File: config.mk
export PLATFORM = sky130hd
export DESIGN_NAME = lit_pwl_engine
export DESIGN_NICKNAME = d
export VERILOG_FILES = /design/src/rtl/lit_pwl_engine.sv
export SDC_FILE = /design/constraint.sdc
export NUM_CORES = 2
export LEC_CHECK = 0
export BUFFER_PORTS_ARGS = -buffer_cell sky130_fd_sc_hd__buf_2
export CAP_MARGIN = 20
export CORE_ASPECT_RATIO = 1.1
export CORE_MARGIN = 1.5
export CORE_UTILIZATION = 45
export CTS_CLUSTER_DIAMETER = 200
export DETAILED_ROUTE_END_ITERATION = 8
export GPL_ROUTABILITY_DRIVEN = 0
export GPL_TIMING_DRIVEN = 0
export REMOVE_ABC_BUFFERS = 1
export SETUP_SLACK_MARGIN = 0.02
export SYNTH_ARGS = -nofsm -noshare
export SYNTH_HDL_FRONTEND = slang
export SYNTH_SLANG_ARGS = --single-unit
File: constraint.sdc
create_clock -name clk -period 5.2 [get_ports clk]
set_input_delay 1.04 -clock clk [delete_from_list [all_inputs] [get_ports clk]]
set_output_delay 1.04 -clock clk [all_outputs]
set_load 0.02 [all_outputs]
File: src/rtl/lit_pwl_engine.sv
// lit_pwl_engine: pipelined piecewise-linear inverse tonemapper with a
// double-buffered segment table, valid/ready streaming and bypass.
module lit_pwl_engine #(
  parameter int IN_W      = 9,
  parameter int IN_FRAC   = 8,
  parameter int COEF_W    = 19,
  parameter int COEF_FRAC = 16,
  parameter int OUT_W     = 16,
  parameter int NSEG      = 9,
  parameter int SEG_AW    = 4
) (
  input  logic              clk,
  input  logic              rst_n,
  input  logic              in_valid,
  output logic              in_ready,
  input  logic [IN_W-1:0]   in_data,
  output logic              out_valid,
  input  logic              out_ready,
  output logic [OUT_W-1:0]  out_data,
  input  logic              mode_bypass,
  input  logic              cfg_we,
  input  logic [SEG_AW-1:0] cfg_addr,
  input  logic [IN_W-1:0]   cfg_thresh,
  input  logic [COEF_W-1:0] cfg_slope,
  input  logic [COEF_W-1:0] cfg_offset,
  input  logic              cfg_commit
);

  localparam int PW = IN_W + COEF_W;
  localparam int DW = PW + 2;
  localparam int SH = IN_FRAC + COEF_FRAC - OUT_W;
  localparam int BW = IN_W + OUT_W - IN_FRAC;

  localparam logic [COEF_W-1:0] ONE = COEF_W'(1) << COEF_FRAC;
  localparam logic [OUT_W-1:0]  ONES = '1;
  localparam logic signed [DW-1:0] MAXS = DW'((1 << OUT_W) - 1);

  logic [IN_W-1:0]   sh_th_q [NSEG];
  logic [IN_W-1:0]   sh_th_d [NSEG];
  logic [COEF_W-1:0] sh_sl_q [NSEG];
  logic [COEF_W-1:0] sh_sl_d [NSEG];
  logic [COEF_W-1:0] sh_of_q [NSEG];
  logic [COEF_W-1:0] sh_of_d [NSEG];
  logic [IN_W-1:0]   ac_th_q [NSEG];
  logic [COEF_W-1:0] ac_sl_q [NSEG];
  logic [COEF_W-1:0] ac_of_q [NSEG];

  always_comb begin
    sh_th_d = sh_th_q;
    sh_sl_d = sh_sl_q;
    sh_of_d = sh_of_q;
    if (cfg_we && (int'(cfg_addr) < NSEG)) begin
      sh_th_d[cfg_addr] = cfg_thresh;
      sh_sl_d[cfg_addr] = cfg_slope;
      sh_of_d[cfg_addr] = cfg_offset;
    end
  end

  // Commit copies the post-write shadow so a same-cycle write is included.
  always_ff @(posedge clk or negedge rst_n) begin
    if (!rst_n) begin
      for (int i = 0; i < NSEG; i++) begin
        sh_th_q[i] <= '1;
        sh_sl_q[i] <= ONE;
        sh_of_q[i] <= '0;
        ac_th_q[i] <= '1;
        ac_sl_q[i] <= ONE;
        ac_of_q[i] <= '0;
      end
    end else begin
      sh_th_q <= sh_th_d;
      sh_sl_q <= sh_sl_d;
      sh_of_q <= sh_of_d;
      if (cfg_commit) begin
        ac_th_q <= sh_th_d;
        ac_sl_q <= sh_sl_d;
        ac_of_q <= sh_of_d;
      end
    end
  end

  logic [COEF_W-1:0] sel_sl;
  logic [COEF_W-1:0] sel_of;

  always_comb begin
    sel_sl = ac_sl_q[NSEG-1];
    sel_of = ac_of_q[NSEG-1];
    for (int i = NSEG - 2; i >= 0; i--) begin
      if (in_data < ac_th_q[i]) begin
        sel_sl = ac_sl_q[i];
        sel_of = ac_of_q[i];
      end
    end
  end

  logic              adv;
  logic              s1_v_q;
  logic [IN_W-1:0]   s1_px_q;
  logic              s1_byp_q;
  logic [COEF_W-1:0] s1_sl_q;
  logic [COEF_W-1:0] s1_of_q;
  logic              s2_v_q;
  logic [IN_W-1:0]   s2_px_q;
  logic              s2_byp_q;
  logic [PW-1:0]     s2_prod_q;
  logic [COEF_W-1:0] s2_of_q;
  logic              out_v_q;
  logic [OUT_W-1:0]  out_q;
  logic [OUT_W-1:0]  res_d;

  assign adv       = !out_v_q || out_ready;
  assign in_ready  = adv;
  assign out_valid = out_v_q;
  assign out_data  = out_q;

  logic signed [DW-1:0] diff;
  logic signed [DW-1:0] dsh;
  logic [BW-1:0]        bw;
  logic [OUT_W-1:0]     pwl_res;
  logic [OUT_W-1:0]     byp_res;

  // Offset is pre-scaled so one arithmetic shift drops both fraction gaps.
  always_comb begin
    diff = $signed({2'b00, s2_prod_q}) - $signed(DW'(s2_of_q) << IN_FRAC);
    dsh  = diff >>> SH;
    if (dsh[DW-1]) begin
      pwl_res = '0;
    end else if (dsh > MAXS) begin
      pwl_res = '1;
    end else begin
      pwl_res = dsh[OUT_W-1:0];
    end
    bw      = BW'(s2_px_q) << (OUT_W - IN_FRAC);
    byp_res = (bw > BW'(ONES)) ? ONES : bw[OUT_W-1:0];
    res_d   = s2_byp_q ? byp_res : pwl_res;
  end

  always_ff @(posedge clk or negedge rst_n) begin
    if (!rst_n) begin
      s1_v_q    <= 1'b0;
      s1_px_q   <= '0;
      s1_byp_q  <= 1'b0;
      s1_sl_q   <= '0;
      s1_of_q   <= '0;
      s2_v_q    <= 1'b0;
      s2_px_q   <= '0;
      s2_byp_q  <= 1'b0;
      s2_prod_q <= '0;
      s2_of_q   <= '0;
      out_v_q   <= 1'b0;
      out_q     <= '0;
    end else if (adv) begin
      s1_v_q    <= in_valid;
      s1_px_q   <= in_data;
      s1_byp_q  <= mode_bypass;
      s1_sl_q   <= sel_sl;
      s1_of_q   <= sel_of;
      s2_v_q    <= s1_v_q;
      s2_px_q   <= s1_px_q;
      s2_byp_q  <= s1_byp_q;
      s2_prod_q <= PW'(s1_px_q) * PW'(s1_sl_q);
      s2_of_q   <= s1_of_q;
      out_v_q   <= s2_v_q;
      out_q     <= res_d;
    end
  end

endmodule

==> impl_results.md <==
* Worst Skew at 0.0209 ns
* Area share of the largest cell type after synthesis at 43.3%
* Synth-to-Final Area Change at 14.9%
* DR iter-0 viols at 1690
* Die width at 305 um
* Least-Margin Pin Slew at 0.905 ns
* Required @ worst endpoint at 5.81 ns
* Final #Nets at 4108
* Commonest cells after routing, fill and taps aside: mux2_2, dfrtp_1, nand2_1, inv_1, dfstp_2
* Most common flop cell mapped by yosys: dfrtp_1
* Critical Path Source Type: flip-flop
* #FFs+latches synth at about 940
* Routed vias at 28.3k
* Reg-to-reg endpoint: s2_prod_q[24]
* Global-route usage over all layers at 21.7%
* Hold Fails Final Rpt at 0
* Total Routed Length at 109000 um
* Chip height at 335 um
* Violated checks: negative setup slack
* # setup viols final at 1
* Clock buffer depth at 3
* Post-Route Utilization at 52.3%
* Minimum clock period at 5.21 ns
* Synth area leader: dfrtp_1
* Worst flop-to-flop path startpoint: s1_px_q[6]
* Worst Path Max Fanout at 12
* # clock sinks at ~940
* Met2 WL at 52500 um
* Async set-reset flop share out of synthesis at 100%
* RSZ-0062 raised after global routing: yes
* Min Hold Slack at approximately 0.34 ns
* Final HPWL DP at 69100 um
* Core Box Area at 99300 um^2
* Metal-1 WL at 50400 um
* Register-to-register setup slack at -0.008 ns
* Synth cell types at 62
* Critical path arrival at around 5.8 ns
* Mean post-synth cell area at ~12 um^2
* Commonest non-fill, non-tap cell in the layout: mux2_2
* Bufs and invs on worst path at 3
* Crit path largest cell delay at 0.55 ns
* Register area share after synthesis at 52.7%
* Critical-path top delay cell: fa_1
* Share of layout cells above drive strength 1 at 35.3%
* Post-route ant nets at 0
* Fill cell count at 8625
* Residual DRC at 0
* Die Area at 102000 um^2
* Routed len/inst at approximately 21 um
* CTS buffer count at 98
* Post-synth EDFFs at 0
* CTS root buffer: clkbuf_16
* Worst setup startpoint: s1_px_q[6]
* Cell family with most CP delay: adder cells
* Peak supply drop at 0.00112 V
* I/O pins at 85
* TritonRoute pass-1 iters at 5
* Tcrit/Tclk final at 100%
* Critical path class: reg -> reg
* Max Used Layer: met5
* IO Port Bufs at 84
* Met3 wire length at 4040 um
* Most frequent CP cell: fa_1
* Power per cell area at 707 nW/um^2
* Initial core utilization at 45.5%
* Overall power at 36.7 mW
* H-tree Lvls at 3
* Setup ws final at -0.00836 ns
* Status: finished with violations
* Clk_lat worst skew at 0.67 ns
* Vias in the first global route at 29.3k
* CP Cell Sequence: nand2_1 -> fa_1 -> fa_1 -> inv_1 -> fa_1 -> inv_1 -> fa_1 -> inv_1 -> ha_2 -> a21o_1 -> a21oi_2 -> o31ai_4 -> o31a_1 -> a221o_1 -> a211oi_2 -> o21bai_2 -> or4b_1 -> nand3_2
* Row count at ~120
* Mapped cell area at 45200 um^2
* F_max at 192 MHz
* Setup crit end kind: flip-flop
* Initial antenna violation count at 10
* Synthesized instance count at 3704
* CTS tree: yes
* Max Cap Viol at 0
* Dominant cells by area after synthesis: dfrtp_1, mux2_2, dfstp_2
* Worst slack, placed at -0.749 ns
* Reg clk slew, reported paths at 0.06 ns
* R2r worst-path depth at 18
* Synth warn at 0
* Relative slew slack at about two fifths
* Max-slew violation count at 0
* Antenna cell count at 0
* Leakage power at between 20 and 25 nW
* First-pass GRT wire length at 172000 um
* Worst Hold Class: in -> async
* Largest net degree at the start of global routing at 123
* GR Overflow Total at 0
* DR vias/cell at 5.48
cell usage after synthesis (3+ instances only):
cell type,instances
dfrtp_1,782
mux2_2,762
nand2_1,356
inv_1,232
clkbuf_1,191
dfstp_2,162
o21ai_0,132
ha_1,127
nor3_1,121
fa_1,120
nor2_1,116
and2_1,97
a21oi_1,91
nand3_1,48
a211oi_1,46
o211ai_1,44
mux2i_1,38
a22oi_1,37
xnor2_1,23
buf_1,20
a21o_1,18
nand2b_1,14
o21a_1,13
xor2_1,12
or3_1,8
a31oi_1,7
nand4_1,7
nor2b_1,7
o21bai_1,6
o221a_2,6
o31ai_1,6
a211o_1,5
nand3b_1,5
a2111oi_0,3
a221o_1,3
a41oi_1,3
nor3b_1,3
nor4_1,3
state kept, by name, summed over array words and instances (netlist names):
register / flops
ac_th_q: 72
s1_byp_q: 1
s1_px_q: 9
s1_of_q: 19
out_data: 16
s2_px_q: 9
s2_of_q: 19
s2_prod_q: 20
out_valid: 1
s2_byp_q: 1
sh_of_q: 171
ac_of_q: 171
ac_sl_q: 171
sh_sl_q: 171
sh_th_q: 72
s1_v_q: 1
s2_v_q: 1
s1_sl_q: 19
power by group:
group / internal, mW / switching [mW] / total (mW)
Sequential: 9.72 / 1.06 / 10.8
Clock: 4.19 / 2.92 / 7.11
Combinational: 8.78 / 10.1 / 18.8
metal layers:
metal	vias up	track usage [%]
li1	12918	-
met1	14806	30.1
met2	417	36.3
met3	138	2.73
met4	6	5.28
met5	-	0
what timing repair did:
action | CTS | global route
setup endpoints to repair | 10 | 7
setup buffers | 33 | 28
hold buffers | 0 | 0
gates resized for setup | 44 | 52
pin swaps | 9 | 39
stage by stage:
step                TNS [ns]  std cells  instance area, um^2
floorplan            -326.29       3491                44400
global placement           -       4866                46400
detailed placement     -4.00       4926                47800
CTS                        0       5138                51500
global route          -0.189       5164                51900
finish              -0.00836       5164                51900
worst max-delay path by stage:
stage	endpoint	slack (ns)	cells past startpoint
2_1_floorplan	s1_of_q[0]	-3.63	6
3_3_place_gp	sh_of_q[30]	-17.63	1
3_5_place_dp	s2_prod_q[24]	-0.75	18
4_1_cts	s2_prod_q[24]	0.02	18
5_1_grt	s2_prod_q[24]	-0.18	18
6_report	s2_prod_q[24]	-0.008	18
kinds of logic after synthesis:
| family | Yosys count | synth area share [%] |
|---|---|---|
| buf+inv | 445 | 3.72 |
| simple gates | 799 | 8.06 |
| flops | 944 | 52.7 |
| fa+ha+maj | 247 | 8.83 |
| compound gates | 434 | 6.14 |
| xor+xnor | 35 | 0.678 |
| mux | 800 | 19.8 |
layout make-up:
class                   instances  area [um^2]  area share [%]
clock buffers                 150         2900            5.59
clock inverters                29          368           0.708
well taps                    1291         1620            3.11
inverters                     232          876            1.69
multi-input cells            2315        20000            38.5
repair buffers                203         2270            4.38
flip-flops and latches        944        23900            46.0
(Power assumes the default switching activity.)
